===== src/rtl/chain0_master.sv =====
// chain0_master: byte-fed serial chain master driving scl/cs/din, with optional dout readback.
// Optional feature macro: CHAIN0_MASTER_READBACK_EN (dout capture into out_data/out_valid).
module chain0_master #(
   parameter int FRAME_BITS = 264,
   parameter int CLK_DIV    = 4
) (
   input  logic       clk,
   input  logic       reset,
   input  logic       start,
   input  logic [7:0] in_data,
   input  logic       in_valid,
   output logic       in_ready,
   output logic       scl,
   output logic       cs,
   output logic       din,
   input  logic       dout,
   output logic [7:0] out_data,
   output logic       out_valid,
   output logic       busy,
   output logic       done
);

   // state  | meaning
   // IDLE   | chain deselected, waiting for start
   // SETUP  | cs asserted, scl low for one half-period before the first byte
   // LOAD   | in_ready high, waiting for the next frame byte (no timeout)
   // SCL_LO | current bit on din, scl low for one half-period
   // SCL_HI | scl high for one half-period, then next bit / next byte / HOLD
   // HOLD   | scl low, cs still high for one half-period, then done
   localparam logic [2:0] IDLE   = 3'd0;
   localparam logic [2:0] SETUP  = 3'd1;
   localparam logic [2:0] LOAD   = 3'd2;
   localparam logic [2:0] SCL_LO = 3'd3;
   localparam logic [2:0] SCL_HI = 3'd4;
   localparam logic [2:0] HOLD   = 3'd5;

   localparam int                CNT_W    = $clog2(FRAME_BITS + 1);
   localparam logic [CNT_W-1:0] LAST_BIT = CNT_W'(FRAME_BITS - 1);
   localparam logic [CNT_W-1:0] CNT_ONE  = CNT_W'(1);
   localparam logic [7:0]       DIV_LOAD = 8'(CLK_DIV);

   logic [2:0]       state;
   logic [7:0]       divCnt;
   logic [CNT_W-1:0] bitCnt;
   logic [7:0]       shiftReg;
   logic             divTc;
   logic             sclRise;
   logic             lastBit;
   logic             byteEnd;

   assign divTc    = (divCnt == 8'd0);
   assign sclRise  = (state == SCL_LO) && divTc;
   assign lastBit  = (bitCnt == LAST_BIT);
   assign byteEnd  = (bitCnt[2:0] == 3'd7);
   assign in_ready = (state == LOAD);

   always_ff @(posedge clk or posedge reset) begin
      if (reset) begin
         state    <= IDLE;
         divCnt   <= 8'd0;
         bitCnt   <= '0;
         shiftReg <= 8'd0;
         scl      <= 1'b0;
         cs       <= 1'b0;
         din      <= 1'b0;
         busy     <= 1'b0;
         done     <= 1'b0;
      end else begin
         done <= 1'b0;
         if (!divTc) begin
            divCnt <= divCnt - 8'd1;
         end
         case (state)
            IDLE: begin
               if (start) begin
                  state  <= SETUP;
                  cs     <= 1'b1;
                  busy   <= 1'b1;
                  divCnt <= DIV_LOAD;
                  bitCnt <= '0;
               end
            end
            SETUP: begin
               if (divTc) begin
                  state <= LOAD;
               end
            end
            LOAD: begin
               if (in_valid) begin
                  shiftReg <= in_data;
                  din      <= in_data[7];
                  divCnt   <= DIV_LOAD;
                  state    <= SCL_LO;
               end
            end
            SCL_LO: begin
               if (divTc) begin
                  scl    <= 1'b1;
                  divCnt <= DIV_LOAD;
                  state  <= SCL_HI;
               end
            end
            SCL_HI: begin
               if (divTc) begin
                  scl    <= 1'b0;
                  divCnt <= DIV_LOAD;
                  if (lastBit) begin
                     state <= HOLD;
                  end else begin
                     bitCnt <= bitCnt + CNT_ONE;
                     if (byteEnd) begin
                        state <= LOAD;
                     end else begin
                        // din only changes here, after the full high phase of the previous bit
                        shiftReg <= {shiftReg[6:0], 1'b0};
                        din      <= shiftReg[6];
                        state    <= SCL_LO;
                     end
                  end
               end
            end
            HOLD: begin
               if (divTc) begin
                  cs    <= 1'b0;
                  din   <= 1'b0;
                  busy  <= 1'b0;
                  done  <= 1'b1;
                  state <= IDLE;
               end
            end
            default: begin
               state <= IDLE;
            end
         endcase
      end
   end

`ifdef CHAIN0_MASTER_READBACK_EN
   logic [6:0] capReg;
   logic [2:0] capCnt;

   // dout is taken on the edge that raises scl, i.e. before the chain shifts on that rise
   always_ff @(posedge clk or posedge reset) begin
      if (reset) begin
         capReg    <= 7'd0;
         capCnt    <= 3'd0;
         out_data  <= 8'd0;
         out_valid <= 1'b0;
      end else begin
         out_valid <= 1'b0;
         if (sclRise) begin
            capReg <= {capReg[5:0], dout};
            capCnt <= capCnt + 3'd1;
            if (capCnt == 3'd7) begin
               out_data  <= {capReg, dout};
               out_valid <= 1'b1;
            end
         end
      end
   end
`else
   logic unusedDout;
   logic unusedSclRise;
   assign unusedDout    = dout;
   assign unusedSclRise = sclRise;
   assign out_data      = 8'd0;
   assign out_valid     = 1'b0;
`endif

endmodule


===== config.mk =====
export PLATFORM = sky130hd
export DESIGN_NAME = chain0_master
export DESIGN_NICKNAME = d
export VERILOG_FILES = /design/src/rtl/chain0_master.sv
export SDC_FILE = /design/constraint.sdc
export NUM_CORES = 1
export LEC_CHECK = 0
export CAP_MARGIN = 20
export CORE_MARGIN = 3
export CORE_UTILIZATION = 55
export DETAILED_ROUTE_END_ITERATION = 10
export PLACE_DENSITY_LB_ADDON = 0.08
export SYNTH_ARGS = -nofsm -noshare
export SYNTH_HDL_FRONTEND = slang
export SYNTH_SLANG_ARGS = --single-unit

===== constraint.sdc =====
create_clock -name clk -period 3.2 [get_ports clk]
set_input_delay 0.64 -clock clk [delete_from_list [all_inputs] [get_ports clk]]
set_output_delay 0.64 -clock clk [all_outputs]
set_load 0.05 [all_outputs]

======== Yosys cells after proc, flatten, opt, wreduce, memory -nomap -nowiden ========
Cells that the tools add are included.
storage, ports and cells
  memories ................................ 0
  ROM bits ................................ 0
  word-level logic and storage cells ...... 74
  output and inout bits ................... 15
  input port bits ......................... 13
  bits in registers ....................... 31
  RAM bits ................................ 0
  bits in latches ......................... 0
operators by class
  order comparisons ....................... 0
  shifts and indexed selects .............. 0
  $add $sub $neg .......................... 2
  mux-type cells .......................... 35
  div/mod/pow operators ................... 0
  multiply operators ...................... 0
  equality and inequality tests ........... 15
  reductions and logical operators ........ 14
  bitwise gates (word level) .............. 0
operators with widths
  kind                                              number
  2-to-1 mux 8 bit                                  4
  2-to-1 mux 7 bit                                  4
  2-to-1 mux 9 bit                                  3
  one-hot mux 8 bit (3 select lines)                1
  2-to-1 mux 3 bit                                  7
  one-hot mux 3 bit (6 select lines)                1
  one-hot mux 9 bit (2 select lines)                1
  inequality test 2 bit, second input constant      8
  one-hot mux 7 bit (2 select lines)                1
  AND reduction 6 bit                               2
  2-to-1 mux 1 bit                                  10
  adder 9 x 1 -> 9 bit, second input constant       1
  == test 3 bit, second input constant              3
  == test 9 bit, second input constant              1
  logical NOT 8 bit                                 1
  nonzero test 2 bit                                4
  subtractor 8 x 1 -> 8 bit, second input constant  1
  == test 3 x 2 -> 1 bit, second input constant     2
  AND reduction 3 bit                               2
  AND reduction 5 bit                               1
  one-hot mux 1 bit (2 select lines)                2
  AND reduction 4 bit                               1
  == test 3 x 1 -> 1 bit, second input constant     1
  logical NOT 3 bit                                 1
  other kinds (3)                                   3

======== Longest topological paths before layout ========
  depth after elaboration ................. 5
  depth in mapped cells ................... 8
  mapped depth without buffers ............ 7

======== Worst setup path before layout ========
Ideal clock, no wire load.
  path type ............................... reg-to-reg
  start ................................... reg state[2]
  end ..................................... reg shiftReg[1]
  arrival ................................. 2.652 ns
  required time ........................... 3.121 ns
  period minus slack after synthesis ...... 2.732 ns
  stages on the path, launching flop included .. 8
  setup time .............................. 0.079 ns
  slack ................................... 0.468 ns
  buffers on the path ..................... 2
  cells stage by stage .................... dfrtp_1 clkbuf_1 nor3b_1 nand2_1 o21ai_1 and2_1 buf_2 a2bb2oi_1
on the way
  longest elaborated chain between the ends .. 3
  elaborated cells between the ends (all ways) .. 9
  those cells by class .................... 6 x eq/ne; 1 x mux; 2 x reduce/logical
ends and longest elaborated chain
  item                                                                          line  source
  start, declared                                                               42    logic [2:0] state;
  start signal, assigned                                                        59    state <= IDLE;
  start signal, assigned                                                        76    state <= SETUP;
  start signal, assigned                                                        85    state <= LOAD;
  == test 3 x 2 -> 1 bit (*)                                                    -
  via in_ready                                                                  12    output logic in_ready,
  inequality test 2 bit (no source line) or nonzero test 2 bit (tied branches)  -
  AND reduction 5 bit (no source line)                                          -
  end signal, assigned                                                          90    shiftReg <= in_data;
  end signal, assigned                                                          115   shiftReg <= {shiftReg[6:0], 1'b0};
  end, declared                                                                 45    logic [7:0] shiftReg;
The timed path passes the listed nets; every way through them passes the cells marked *.
A chain may end at the register's enable or synchronous reset.

======== Final worst setup path ========
  start ................................... reg state[1]
  end ..................................... out in_ready
on the way
  longest elaborated chain between the ends .. 1
ends and longest elaborated chain
  item                    line  source
  == test 3 x 2 -> 1 bit  55    assign in_ready = (state == LOAD);
  end, declared           12
No other way between the ends.

==> results.sh <==
export IMPL_htreeDepth=2
export IMPL_antenna_found_initial=0
export IMPL_drc_errors=0
export IMPL_die_height_microns=61.6
export IMPL_grt_pass1_vias=1269
export IMPL_grt_overflow_total=0
export IMPL_synth_edff_count=0
export IMPL_p_leak_nw=0.836
export IMPL_pwr_share_seq_pct=45.0
export IMPL_insertion_delay_ns=0.33
export IMPL_postRouteAntennaNets=0
export IMPL_wl_microns=3280
export IMPL_cts_repair_resized=0
export IMPL_fin_nets=218
export IMPL_rows=19
export IMPL_comb_power_share_pct=39.3
export IMPL_gp_congestion=0.799
export IMPL_grt_max_degree=32
export IMPL_fin_crit_sh_pct=83.8
export IMPL_cts_tree="yes"
export IMPL_cts_buffers=5
export IMPL_cp_required_ns=2.56
export IMPL_peakVddDrop_mv=0.464
export IMPL_area_growth_pct=14.2
export IMPL_setup_tns_ns=0
export IMPL_avgSynthCellArea_sq_um=9.45
export IMPL_io_pins=28
export IMPL_status="finished clean"
export IMPL_swShare_pct=39.9
export IMPL_final_core_util_pct=68.1
export IMPL_synth_area_sq_mm=0.00170
export IMPL_start_util_pct=59.6
export IMPL_fmax_ghz=0.373
export IMPL_vias_per_cell=5.91
export IMPL_ys_warn_count=0
export IMPL_worstMarginPinSlew_ns=0.929
export IMPL_hp_class="register to register"
export IMPL_layout_drive_gt1_share_pct=7.96
export IMPL_synthCells=180
export IMPL_post_drt_wl_per_cell_microns=14.1
export IMPL_relSlewSlack_pct=37.2
export IMPL_yosysSeqAreaShare_pct=45.6
export IMPL_synth_seq_cells=31
export IMPL_dp_hpwl_microns=2380
export IMPL_worstSetupStartpointType="register"
export IMPL_p_int_mw=0.982
export IMPL_total_power_mw=1.63
export IMPL_worst_slack_ns=0.519
export IMPL_final_cell_mix="31 x dfrtp_1, 17 x clkdlybuf4s50_1, 15 x nor2_1"
export IMPL_num_antenna_cells=0
export IMPL_pwr_share_clk_pct=15.8
export IMPL_die_w_microns=61.6
export IMPL_core_area_sq_mm=0.00285
export IMPL_grt_pass1_wl_microns=5490
export IMPL_crit_fanout=12
export IMPL_port_buffers=17
export IMPL_async_flop_share_pct=100
export IMPL_dpl_worst_slack_ns=0.857
export IMPL_cts_sinks=31
export IMPL_vias=1372
export IMPL_die_area_sq_mm=0.00379
export IMPL_reg2reg_slack_ns=0.88
export IMPL_rsz0062_at_grt="no"
export IMPL_maxCapViolations=0
export IMPL_cp_data_arrival_time_ns=2.04
export IMPL_root_buffer="clkbuf_4"
export IMPL_track_usage_pct=19.4
export IMPL_synth_flop_cell="dfrtp_1"
export IMPL_cts_max_path_buffers=2
export IMPL_dr_pass1_iters=4
export IMPL_final_common_cell="dfrtp_1"
export IMPL_p_per_area_mw_per_mm2=842
export IMPL_postCtsSetupRepairBufs=0
export IMPL_clk_pin_slew_worst_paths_ns=0.09
export IMPL_worstSetupEndpointType="primary output"
export IMPL_worstSetupPathType="register to primary output"
export IMPL_finClkSkew_ns=0.00808
export IMPL_drt_first_iter_violations=73
export IMPL_final_hold_viol_count=0
export IMPL_hold_buffers=0
export IMPL_synth_cell_types=40
export IMPL_min_period_ns=2.68
export IMPL_drv_slew=0
export IMPL_switchingPower_mw=0.652
export IMPL_setup_violations=0
[cell families (layout without fill, tap and decap cells)]
logic type      Yosys count  count (layout)  synth area share, %
other cells               1               9                0.221
fa+ha+maj                 5               5                 3.68
flops                    31              31                 45.6
simple gates             67              67                 22.0
compound gates           40              40                 14.9
buf+inv                  25              38                 7.87
mux                       1               1                0.589
xor+xnor                 10              10                 5.15
[synthesized netlist by cell type, drive strengths merged (5+ instances only)]
library cell,n,area (sq um)
a21oi,6,30.0
a2bb2oi,6,52.6
buf,12,85.1
clkbuf,5,18.8
dfrtp,31,776
ha,5,62.6
inv,8,30.0
nand2,14,52.6
nand3,8,40.0
nor2,15,56.3
o21ai,13,65.1
o22ai,7,43.8
xnor2,8,70.1
[sequential cells by signal (all words and copies together) (netlist names)]
register,flops
din,1
state,3
bitCnt,9
done,1
busy,1
divCnt,8
scl,1
shiftReg,7
[worst max-delay path, stage by stage, from the launching register on]
cell and delay [ns]:
dfrtp_1 0.56, nor3b_1 0.30, clkdlybuf4s50_1 0.86
[power by group through the flow]
stage	logic, mW	registers, mW	clock network, mW
after global routing	0.720	0.767	0.285
after floorplan	0.503	0.724	0
after CTS	0.647	0.733	0.265
final	0.642	0.735	0.257
after global placement	0.616	0.732	0
after detailed placement	0.638	0.741	0
[area by class of cell]
| cell class | count | area (sq um) |
|---|---|---|
| fillers | 236 | 911 |
| multi-input cells | 132 | 821 |
| flip-flops and latches | 31 | 776 |
| repair buffers | 22 | 208 |
| clock buffers | 8 | 68.8 |
| well taps | 31 | 38.8 |
| inverters | 8 | 30.0 |
[path summary, 6_finish.rpt]
check | from | end | depth (start not counted)
min reg2reg | bitCnt[0]$_DFFE_PP0P_ | bitCnt[0]$_DFFE_PP0P_ | 1
max reg2reg | divCnt[2]$_DFF_PP0_ | bitCnt[5]$_DFFE_PP0P_ | 7
max in group asynchronous | reset | bitCnt[3]$_DFFE_PP0P_ | 3
min in group asynchronous | reset | bitCnt[8]$_DFFE_PP0P_ | 3
min | bitCnt[0]$_DFFE_PP0P_ | bitCnt[0]$_DFFE_PP0P_ | 1
max | state[1]$_DFFE_PP0P_ | in_ready | 2
[per-stage QoR]
step / area, sq um / instances / hold slack [ns]
2_1_floorplan: 1730 / 188 / 0.478
3_3_place_gp: 1870 / 224 / 0.513
3_5_place_dp: 1870 / 224 / 0.524
4_1_cts: 1940 / 232 / 0.539
5_1_grt: 1940 / 232 / 0.578
6_report: 1940 / 232 / 0.534
[layer usage]
layer	track usage [%]	part of all wire [%]	up-vias
li1	-	-	663
met1	24.7	43	656
met2	32.3	50	47
met3	5.03	5.8	6
met4	5.76	1.3	0
met5	0	0	-
(Power assumes the default switching activity.)
